[config.mk]
export PLATFORM = sky130hd
export DESIGN_NAME = clb_param_flat
export DESIGN_NICKNAME = d
export VERILOG_FILES = /design/src/rtl/clb_param_if.sv /design/src/rtl/clb_param.sv /design/src/flat_wrapper.sv
export SDC_FILE = /design/constraint.sdc
export NUM_CORES = 1
export LEC_CHECK = 0
export ABC_CLOCK_PERIOD_IN_PS = 4600
export BUFFER_PORTS_ARGS = -buffer_cell sky130_fd_sc_hd__clkbuf_2
export CORE_ASPECT_RATIO = 1.2
export CORE_MARGIN = 1.5
export CORE_UTILIZATION = 60
export CTS_BUF_LIST = sky130_fd_sc_hd__clkbuf_8
export DETAILED_ROUTE_END_ITERATION = 12
export PLACE_DENSITY = 0.8
export SETUP_SLACK_MARGIN = 0.4
export SYNTH_ARGS = -nofsm -noshare
export SYNTH_HDL_FRONTEND = slang
export SYNTH_SLANG_ARGS = --single-unit
[constraint.sdc]
create_clock -name k -period 4.6 [get_ports k]
set_clock_uncertainty 0.15 [all_clocks]
set_input_delay 0.23 -clock k [delete_from_list [all_inputs] [get_ports k]]
set_output_delay 0.23 -clock k [all_outputs]
set_load 0.03 [all_outputs]
[src/rtl/clb_param_if.sv]
// clb_param_if: CLB bus bundle (config load cfg_start/cfg_en/cfg_din/cfg_done, slice ctrl ce/sr, LUT in, out, q)
interface clb_param_if #(parameter int LUT_K = 4, parameter int NUM_LUT = 2);
  logic cfg_start, cfg_en, cfg_din, cfg_done, ce, sr;
  logic [NUM_LUT*LUT_K-1:0] in;
  logic [NUM_LUT-1:0] out, q;
  modport master(output cfg_start, cfg_en, cfg_din, ce, sr, in, input cfg_done, out, q);
  modport slave(input cfg_start, cfg_en, cfg_din, ce, sr, in, output cfg_done, out, q);
endinterface

[src/rtl/clb_param.sv]
// clb_param: serially configured LUT/flop slices; ports k (clock), rst (sync high), b (clb_param_if.slave bus)
module clb_param #(
  parameter int LUT_K = 4,
  parameter int NUM_LUT = 2
) (
  input logic k,
  input logic rst,
  clb_param_if.slave b
);
  localparam int TTW = 1 << LUT_K;
  localparam int SW = TTW + 3;
  localparam int CFG_W = NUM_LUT * SW;
  localparam int CW = $clog2(CFG_W + 1);
  typedef enum logic [1:0] {UNCONF, LOADING, ACTIVE} state_t;
  state_t state, state_n;
  logic [CFG_W-1:0] cfg, cfg_n;
  logic [CW-1:0] cnt, cnt_n;
  logic [NUM_LUT-1:0] l, q, q_n, out;
  logic active;
  assign active = state == ACTIVE;
  always_comb begin
    state_n = state;
    cfg_n = cfg;
    cnt_n = cnt;
    if (b.cfg_start) begin
      state_n = LOADING;
      cnt_n = '0;
    end else if (state == LOADING && b.cfg_en) begin
      cfg_n = {cfg[CFG_W-2:0], b.cfg_din};
      cnt_n = cnt + 1'b1;
      state_n = cnt_n == CW'(CFG_W) ? ACTIVE : LOADING;
    end
  end
  for (genvar i = 0; i < NUM_LUT; i++) begin : g_slice
    logic [SW-1:0] f;
    logic [TTW-1:0] tt;
    logic [LUT_K-1:0] idx;
    assign f = cfg[i*SW +: SW];
    assign tt = f[TTW-1:0];
    // f[TTW+2]=fbsel, f[TTW+1]=srval, f[TTW]=osel
    assign idx = f[TTW+2] ? {q[i], b.in[i*LUT_K +: LUT_K-1]} : b.in[i*LUT_K +: LUT_K];
    assign l[i] = tt[idx];
    // a start while active clears the flops on the same edge that leaves ACTIVE
    assign q_n[i] = !active || b.cfg_start ? 1'b0 : b.sr ? f[TTW+1] : b.ce ? l[i] : q[i];
    assign out[i] = active && (f[TTW] ? q[i] : l[i]);
  end
  always_ff @(posedge k) begin
    if (rst) begin
      state <= UNCONF;
      cfg <= '0;
      cnt <= '0;
      q <= '0;
    end else begin
      state <= state_n;
      cfg <= cfg_n;
      cnt <= cnt_n;
      q <= q_n;
    end
  end
  assign b.cfg_done = active;
  assign b.out = out;
  assign b.q = q;
endmodule

[src/flat_wrapper.sv]
// flat-port wrapper written by rule: the top's interface ports become plain ports
module clb_param_flat 
#(
  parameter int LUT_K = 4,
  parameter int NUM_LUT = 2
)
  (k, rst, b_cfg_start, b_cfg_en, b_cfg_din, b_ce, b_sr, b_in, b_cfg_done, b_out, b_q);
  clb_param_if #(.LUT_K(LUT_K), .NUM_LUT(NUM_LUT)) b_i ();
  input logic k;
  input logic rst;
  input wire logic [$bits(b_i.cfg_start)-1:0] b_cfg_start;
  input wire logic [$bits(b_i.cfg_en)-1:0] b_cfg_en;
  input wire logic [$bits(b_i.cfg_din)-1:0] b_cfg_din;
  input wire logic [$bits(b_i.ce)-1:0] b_ce;
  input wire logic [$bits(b_i.sr)-1:0] b_sr;
  input wire logic [$bits(b_i.in)-1:0] b_in;
  output wire logic [$bits(b_i.cfg_done)-1:0] b_cfg_done;
  output wire logic [$bits(b_i.out)-1:0] b_out;
  output wire logic [$bits(b_i.q)-1:0] b_q;
  assign b_i.cfg_start = b_cfg_start;
  assign b_i.cfg_en = b_cfg_en;
  assign b_i.cfg_din = b_cfg_din;
  assign b_i.ce = b_ce;
  assign b_i.sr = b_sr;
  assign b_i.in = b_in;
  assign b_cfg_done = b_i.cfg_done;
  assign b_out = b_i.out;
  assign b_q = b_i.q;
  clb_param #(.LUT_K(LUT_K), .NUM_LUT(NUM_LUT)) u_core (.k(k), .rst(rst), .b(b_i));
endmodule
==> impl_metrics.csv, run 1 <==
group,metric,value,unit
sta,min_period,2.33,ns
floorplanning,die_x,58.4,um
cts,clk_path_buf_depth,2,
routing,drc,0,
global_route,grt_overflow,0,
logic_synthesis,ys_seq_elements,48,
sta,finalSetupViolCount,0,
logic_synthesis,yosysSeqAreaShare,0.435,
floorplanning,top_level_ports,20,
logic_synthesis,synth_xor_area_frac,0.0198,
placement,place_ws,2.50,ns
outcome,status,"finished clean",
logic_synthesis,syn-cell-area,0.00221,sq mm
critical_path,crit_type,"reg2out",
critical_path,path_buf_inv,1,
critical_path,cp_slowest_stage_delay,0.45,ns
hold_path,hp-class,"in2reg",
global_route,first_global_vias,1643,
sta,worst_slew_pin_slew,0.780,ns
cts,clk_latency,0.30,ns
routing,final_antenna_net_count,0,
logic_synthesis,syn_inst,258,
logic_synthesis,synth_top_family_by_area,"simple AND/OR/NAND/NOR gates",
critical_path,crit_path_end_kind,"output port",
logic_synthesis,synth_compound_area_frac,0.146,
critical_path,crit-reg2reg-launch,"u_core.cnt[0]$_SDFFE_PP0P_",
power,p_sw_frac,0.209,
sta,hold_viol,0,
global_route,grt_max_degree,42,
logic_synthesis,yosys_warnings,0,
hold_path,hold_depth,2,
final_layout,layout-drive-gt1-share,0.176,
floorplanning,dieHeight,69.4,um
cts,cts.sinks,48,
logic_synthesis,syn_area_per_cell,8.55,sq um
power,p_seq_frac,0.511,
power,clkPwrFrac,0.441,
critical_path,slowest_stage,"mux4_2",
power,internal-power,0.000650,W
critical_path,cp_top_family,"simple AND/OR/NAND/NOR gates",
floorplanning,initial_core_util,0.645,
power,power_density,336,mW/mm^2
critical_path,cp.arrival,1.95,ns
global_route,grt_pass1_wl,7470,um
sta,fmax,0.430,GHz
routing,wl_per_cell,13.6,um
routing,dr.first_iter.drc_count,127,
placement,finalWeightedCongestion,0.819,
routing,finalWirelength,4210,um
power,power_frac_comb,0.049,
sta,rsz0062_at_grt,"no",
logic_synthesis,synth_edf_count,0,
cts,ctsHtreeMaxLevel,2,
cts,clock-root-buffer,"clkbuf_8",
critical_path,crit_chain,"mux4_2, and3_1, nor4_1, o31ai_1, clkbuf_2",
cts,cts_tree,"yes",
floorplanning,dieArea,0.00405,sq mm
run,drv_cap,0,
floorplanning,coreArea,0.00342,sq mm
logic_synthesis,synthFlopType,"dfxtp_1",
power,power.switching,0.000172,W
routing,num_vias,1743,
sta,slew_violations,0,
placement,dp_hpwl,2880,um
critical_path,reg2reg_to,"u_core.state[0]$_SDFFE_PP0P_",
sta,fin_setup_tns,0,ns
logic_synthesis,synth_simple_gate_area_frac,0.243,
global_route,antenna_found_initial,0,
final_layout,fin_nets,288,
final_layout,diodes,0,
power,vdd_ir_drop_max,0.241,mV
cts,clk_pin_slew,0.09,ns
logic_synthesis,synth-adder-area-share,0.0113,
routing,dr.pass1.iters,5,
sta,fin_ws,2.27,ns
global_route,grtUsageTotal,0.237,
hold_path,min_from,"b_cfg_start",
sta,period_share,0.506,
routing,vias_per_cell,5.64,
power,p_leak,0.849,nW
floorplanning,rows,23,
logic_synthesis,muxShareOfSynthArea,0.104,
sta,worst_slew_margin_rel,0.480,
hold_path,min_to,"u_core.state[0]$_SDFFE_PP0P_",
cts,numCtsBuffers,5,
critical_path,rrSetupSlack,2.80,ns
final_layout,syn2layout_area_growth,10.8,%
placement,port_buffers,19,
critical_path,reg2reg_depth,5,
critical_path,timing.critical_path.from_type,"flop",
logic_synthesis,synthArstFlopShare,0,
critical_path,critPathMaxFanout,3,
sta,holdWs,0.0472,ns
logic_synthesis,yosys.cell_types.count,43,
logic_synthesis,syn_nets,275,
critical_path,required,4.22,ns
## layout make-up
type                    count  area, sq um
clock buffers               5         68.8
clock inverters             3         68.8
fillers                   278          980
inverters                   5         18.8
multi-input cells         189         1160
flip-flops and latches     48          961
well taps                  37         46.3
repair buffers             22          120
## power groups by stage
stage               Sequential [W]  Clock, W  Combinational (W)
CTS                       0.000419  0.000367          0.0000406
global placement          0.000429         0          0.0000397
floorplan                 0.000428         0          0.0000253
detailed placement        0.000429         0          0.0000398
finish                    0.000419  0.000362          0.0000401
global route              0.000420  0.000384          0.0000444
## cells in the final DEF, fill, tap and decap left out, drive strengths merged, types with 2 or more instances in the layout
master	instances
nand2	78
nor3b	4
ha	2
mux4	8
xor2	3
a211oi	3
buf	2
nand3	3
xnor2	2
nor2	8
nor4	2
inv	6
mux2i	2
o31ai	2
or2	2
o41ai	2
a21oi	41
nor2b	3
and3	4
clkbuf	24
nand4	2
bufinv	2
mux2	2
dfxtp	48
nand3b	2
## cells by family (layout without fill, tap and decap cells)
logic type      after synthesis  after routing
compound gates               55             55
buf+inv                      21             35
fa+ha+maj                     2              2
mux                          12             12
simple gates                115            115
xor+xnor                      5              5
flops                        48             48
## flip-flops by register name, indices dropped and copies added (netlist names)
register      flops
u_core.cfg       38
u_core.cnt        6
u_core.b.q        2
u_core.state      2
## worst reg2reg max path: cells and delay by family (launching register included)
kind | cells | cell delay, ns
simple gates | 1 | 0.21
compound gates | 3 | 0.57
fa+ha+maj | 1 | 0.29
flops | 1 | 0.48
## how the worst max path moves through the flow
stage                               startpoint  slack, ns        to  cells past startpoint
floorplan           u_core.b.q[1]$_SDFFE_PP0P_       2.43  b_out[1]                      4
global placement                       b_in[1]       2.52  b_out[0]                      6
detailed placement                     b_in[1]       2.50  b_out[0]                      6
CTS                 u_core.cfg[7]$_SDFFE_PP0P_       2.28  b_out[0]                      5
global route        u_core.cfg[7]$_SDFFE_PP0P_       2.18  b_out[0]                      5
finish              u_core.cfg[7]$_SDFFE_PP0P_       2.27  b_out[0]                      5
## repair_timing
item                      in CTS  in global routing
hold buffers                   1                  0
resized for setup              0                  0
setup buffers                  0                  0
hold endpoints to repair       1                  0
## through the flow
stage	cells	total power (W)	instance area [sq um]	utilization
after global placement	300	0.000469	2300	0.671
after CTS	309	0.000827	2440	0.714
after floorplan	258	0.000454	2210	-
final	309	0.000821	2440	0.714
after global routing	309	0.000848	2440	0.714
after detailed placement	300	0.000469	2300	0.671
## layer usage
layer  vias up  track usage  share of wire
li1        907            -              -
met1       800        0.313           0.47
met2        29        0.363           0.47
met3         7       0.0448          0.031
met4         0        0.119          0.027
met5         -            0              0
## cells in the mapped netlist (all sizes together), types with 2 or more instances
library cell  instances  area [sq um]
a211oi                3          22.5
o31ai                 2          15.0
and3                  4          30.0
dfxtp                48           961
buf                   5          25.0
nor3b                 4          45.1
mux4                  8           188
ha                    2          25.0
nand2                78           293
nand3b                2          15.0
mux2i                 2          20.0
mux2                  2          22.5
o41ai                 2          25.0
or2                   2          12.5
nand3                 3          15.0
nor4                  2          12.5
nor2                  8          30.0
a21oi                41           205
nand4                 2          12.5
xnor2                 2          17.5
clkbuf               11          43.8
xor2                  3          26.3
inv                   5          18.8
nor2b                 3          18.8
Note: power is estimated with default switching activity, not from simulation.
==> run 2: changes to the inputs <==
Settings changed: ABC_AREA from default to 1, ABC_CLOCK_PERIOD_IN_PS 4600 to 2029, CORE_UTILIZATION 60 to 55, PLACE_DENSITY 0.8 to 0.78.
Clock period 4.6 ns to 2.03 ns, I/O delays scaled along.
==> run 2 against run 1 <==
  * Cell count grew 32%
  * Largest power group unchanged
  * Die area grew 9.9%
  * Register-to-register slack lost 2.4 ns
  * Critical path type unchanged
  * Sequential power grew 140%
  * Count of clock-buffer cells in the layout grew 1
  * Critical endpoint is now b_out[1]
  * Routed wire length grew 16%
==> impl_metrics.csv, run 2 <==
group,metric,value,unit
sta,hold_viol,0,
cts,ctsHtreeMaxLevel,2,
logic_synthesis,ys_seq_elements,48,
critical_path,reg2reg_depth,12,
logic_synthesis,synth_top_area_cell,"dfxtp_1",
final_layout,syn2layout_area_growth,25.5,%
critical_path,timing.critical_path.from_type,"flop",
cts,cts.sinks,48,
routing,num_vias,2127,
hold_path,min_from,"b_sr",
sta,slew_violations,0,
placement,dp_hpwl,3020,um
final_layout,layout-drive-gt1-share,0.332,
logic_synthesis,yosys_warnings,0,
sta,min_period,1.66,ns
critical_path,setup.worst_path.end,"b_out[1]",
logic_synthesis,synth_area_leaders,"dfxtp_1 (43%), a21oi_1 (10%), inv_1 (8.7%)",
power,p_seq_frac,0.504,
hold_path,hp-class,"in2reg",
logic_synthesis,syn_inst,317,
final_layout,fin_nets,371,
global_route,antenna_found_initial,0,
logic_synthesis,yosysMostFrequentCell,"inv_1",
floorplanning,top_level_ports,20,
critical_path,crit_type,"reg2out",
run,drv_cap,0,
routing,final_antenna_net_count,0,
final_layout,final_cell_mix,"a21oi_1 (42), nand2_1 (37), o21ai_0 (35)",
logic_synthesis,synth_edf_count,0,
placement,dp.cells,379,
routing,finalWirelength,4880,um
critical_path,required,1.78,ns
final_layout,largest_reg_flops,38,
power,power_density,712,mW/mm^2
placement,port_buffers,19,
floorplanning,coreArea,0.00391,sq mm
cts,clk_path_buf_depth,2,
final_layout,largest-register,"u_core.cfg",
outcome,status,"finished clean",
placement,finalWeightedCongestion,0.905,
sta,fin_setup_tns,0,ns
logic_synthesis,synthFlopType,"dfxtp_1",
critical_path,reg2reg_to,"u_core.b.q[1]$_SDFFE_PP0P_",
critical_path,crit_path_end_kind,"output port",
routing,wl_per_cell,11.9,um
logic_synthesis,synth_commonest_cells,"inv_1 (52), dfxtp_1 (48), a21oi_1 (45)",
cts,clk_pin_slew,0.09,ns
logic_synthesis,syn_nets,334,
power,total_power,0.00200,W
final_layout,fillers,312,
final_layout,final_cells,409,
floorplanning,initial_core_util,0.571,
critical_path,cp.arrival,1.41,ns
final_layout,diodes,0,
power,power_frac_comb,0.130,
critical_path,rrSetupSlack,0.39,ns
power,internal-power,0.00150,W
routing,dr.pass1.iters,4,
logic_synthesis,yosys.cell_types.count,22,
sta,period_share,0.820,
global_route,grtUsageTotal,0.230,
power,power.switching,0.000496,W
sta,worst_slew_margin_rel,0.791,
floorplanning,rows,25,
power,clkPwrFrac,0.366,
logic_synthesis,syn-cell-area,0.00223,sq mm
routing,drc,0,
cts,clock-root-buffer,"clkbuf_8",
final_layout,final_common_cell,"a21oi_1",
logic_synthesis,synthArstFlopShare,0,
global_route,grt_pass1_wl,7890,um
critical_path,critPathMaxFanout,2,
global_route,grt_max_degree,39,
global_route,grt_overflow,0,
cts,cts_tree,"yes",
power,p_leak,1.28,nW
floorplanning,dieHeight,72.8,um
sta,rsz0062_at_grt,"yes",
sta,finalSetupViolCount,0,
cts,numCtsBuffers,5,
cts,clk_latency,0.30,ns
power,vdd_ir_drop_max,0.491,mV
critical_path,crit_path_start,"u_core.cfg[30]$_SDFFE_PP0P_",
final_layout,top_regs,"u_core.cfg: 38 flops, u_core.cnt: 6 flops",
global_route,first_global_vias,1912,
logic_synthesis,yosysSeqAreaShare,0.430,
logic_synthesis,yosys.area.top_type_share,0.430,
sta,fmax,0.601,GHz
routing,dr.first_iter.drc_count,88,
floorplanning,dieArea,0.00445,sq mm
critical_path,crit-reg2reg-launch,"u_core.cfg[30]$_SDFFE_PP0P_",
power,p_sw_frac,0.248,
sta,worst_slew_pin_slew,0.314,ns
logic_synthesis,syn_area_per_cell,7.05,sq um
routing,vias_per_cell,5.20,
floorplanning,die_x,61.2,um
==> run 2: worst min path at each step <==
stage	end	cells past startpoint
floorplan	u_core.state[0]$_SDFFE_PP0P_	1
global placement	u_core.state[0]$_SDFFE_PP0P_	2
detailed placement	u_core.state[0]$_SDFFE_PP0P_	2
CTS	u_core.b.q[1]$_SDFFE_PP0P_	3
global route	u_core.b.q[0]$_SDFFE_PP0P_	3
finish	u_core.b.q[0]$_SDFFE_PP0P_	3
==> run 2: final cells by class <==
cell class / instances / area (sq um) / area share
Multi-Input combinational cell: 202 / 1090 / 0.387
Sequential cell: 48 / 993 / 0.354
Timing Repair Buffer: 44 / 337 / 0.120
Inverter: 53 / 199 / 0.0710
Clock buffer: 6 / 82.6 / 0.0295
Tap cell: 54 / 67.6 / 0.0241
Clock inverter: 2 / 38.8 / 0.0138
==> run 2: cells by family (layout without fill, tap and decap cells) <==
group,count (synthesis),after routing,share of synthesized area
mux,1,1,0.00448
fa+ha+maj,2,2,0.0112
flops,48,48,0.430
buf+inv,67,105,0.127
compound gates,92,92,0.208
xor+xnor,2,2,0.00784
simple gates,105,105,0.211
==> run 2: worst max-delay path, cell delays in order (launching register included) <==
cell     delay, ns
dfxtp_1       0.32
inv_1         0.07
nand2_1       0.05
nand3_1       0.08
nand3_1       0.11
nand3_2       0.10
nand2_2       0.07
o21ai_2       0.12
inv_1         0.07
buf_8         0.13
==> run 2: stage by stage <==
stage | cell area, sq um | setup slack (ns) | utilization | hold WS [ns]
after floorplan | 2230 | 0.435 | - | 0.0239
after global placement | 2330 | 0.448 | 0.597 | 0.159
after detailed placement | 2330 | 0.403 | 0.597 | 0.169
after CTS | 2630 | 0.349 | 0.674 | 0.0142
after global routing | 2800 | 0.269 | 0.717 | 0.0437
final | 2800 | 0.365 | 0.717 | 0.0214
==> run 2: per-layer routing <==
metal	up-vias	wire length [um]	track usage
li1	1095	-	-
met2	39	2390	0.388
met1	987	2250	0.286
met3	6	184	0.0532
met4	0	55	0.0725
met5	-	0	0
==> run 2: power groups by stage <==
stage,sequential [W],combinational [W],clock (W)
finish,0.00101,0.000260,0.000730
global route,0.00101,0.000292,0.000776
CTS,0.00100,0.000225,0.000741
detailed placement,0.00102,0.000182,0
global placement,0.00102,0.000178,0
floorplan,0.00102,0.000140,0
==> run 2: repair_timing <==
| item | 4_1_cts | 5_1_grt |
|---|---|---|
| pin swaps | 10 | 21 |
| hold buffers | 5 | 0 |
| buffers inserted | 11 | 6 |
| setup endpoints to repair | 4 | 33 |
| gates cloned | 0 | 0 |
| resized for setup | 32 | 52 |
| hold endpoints to repair | 5 | 0 |
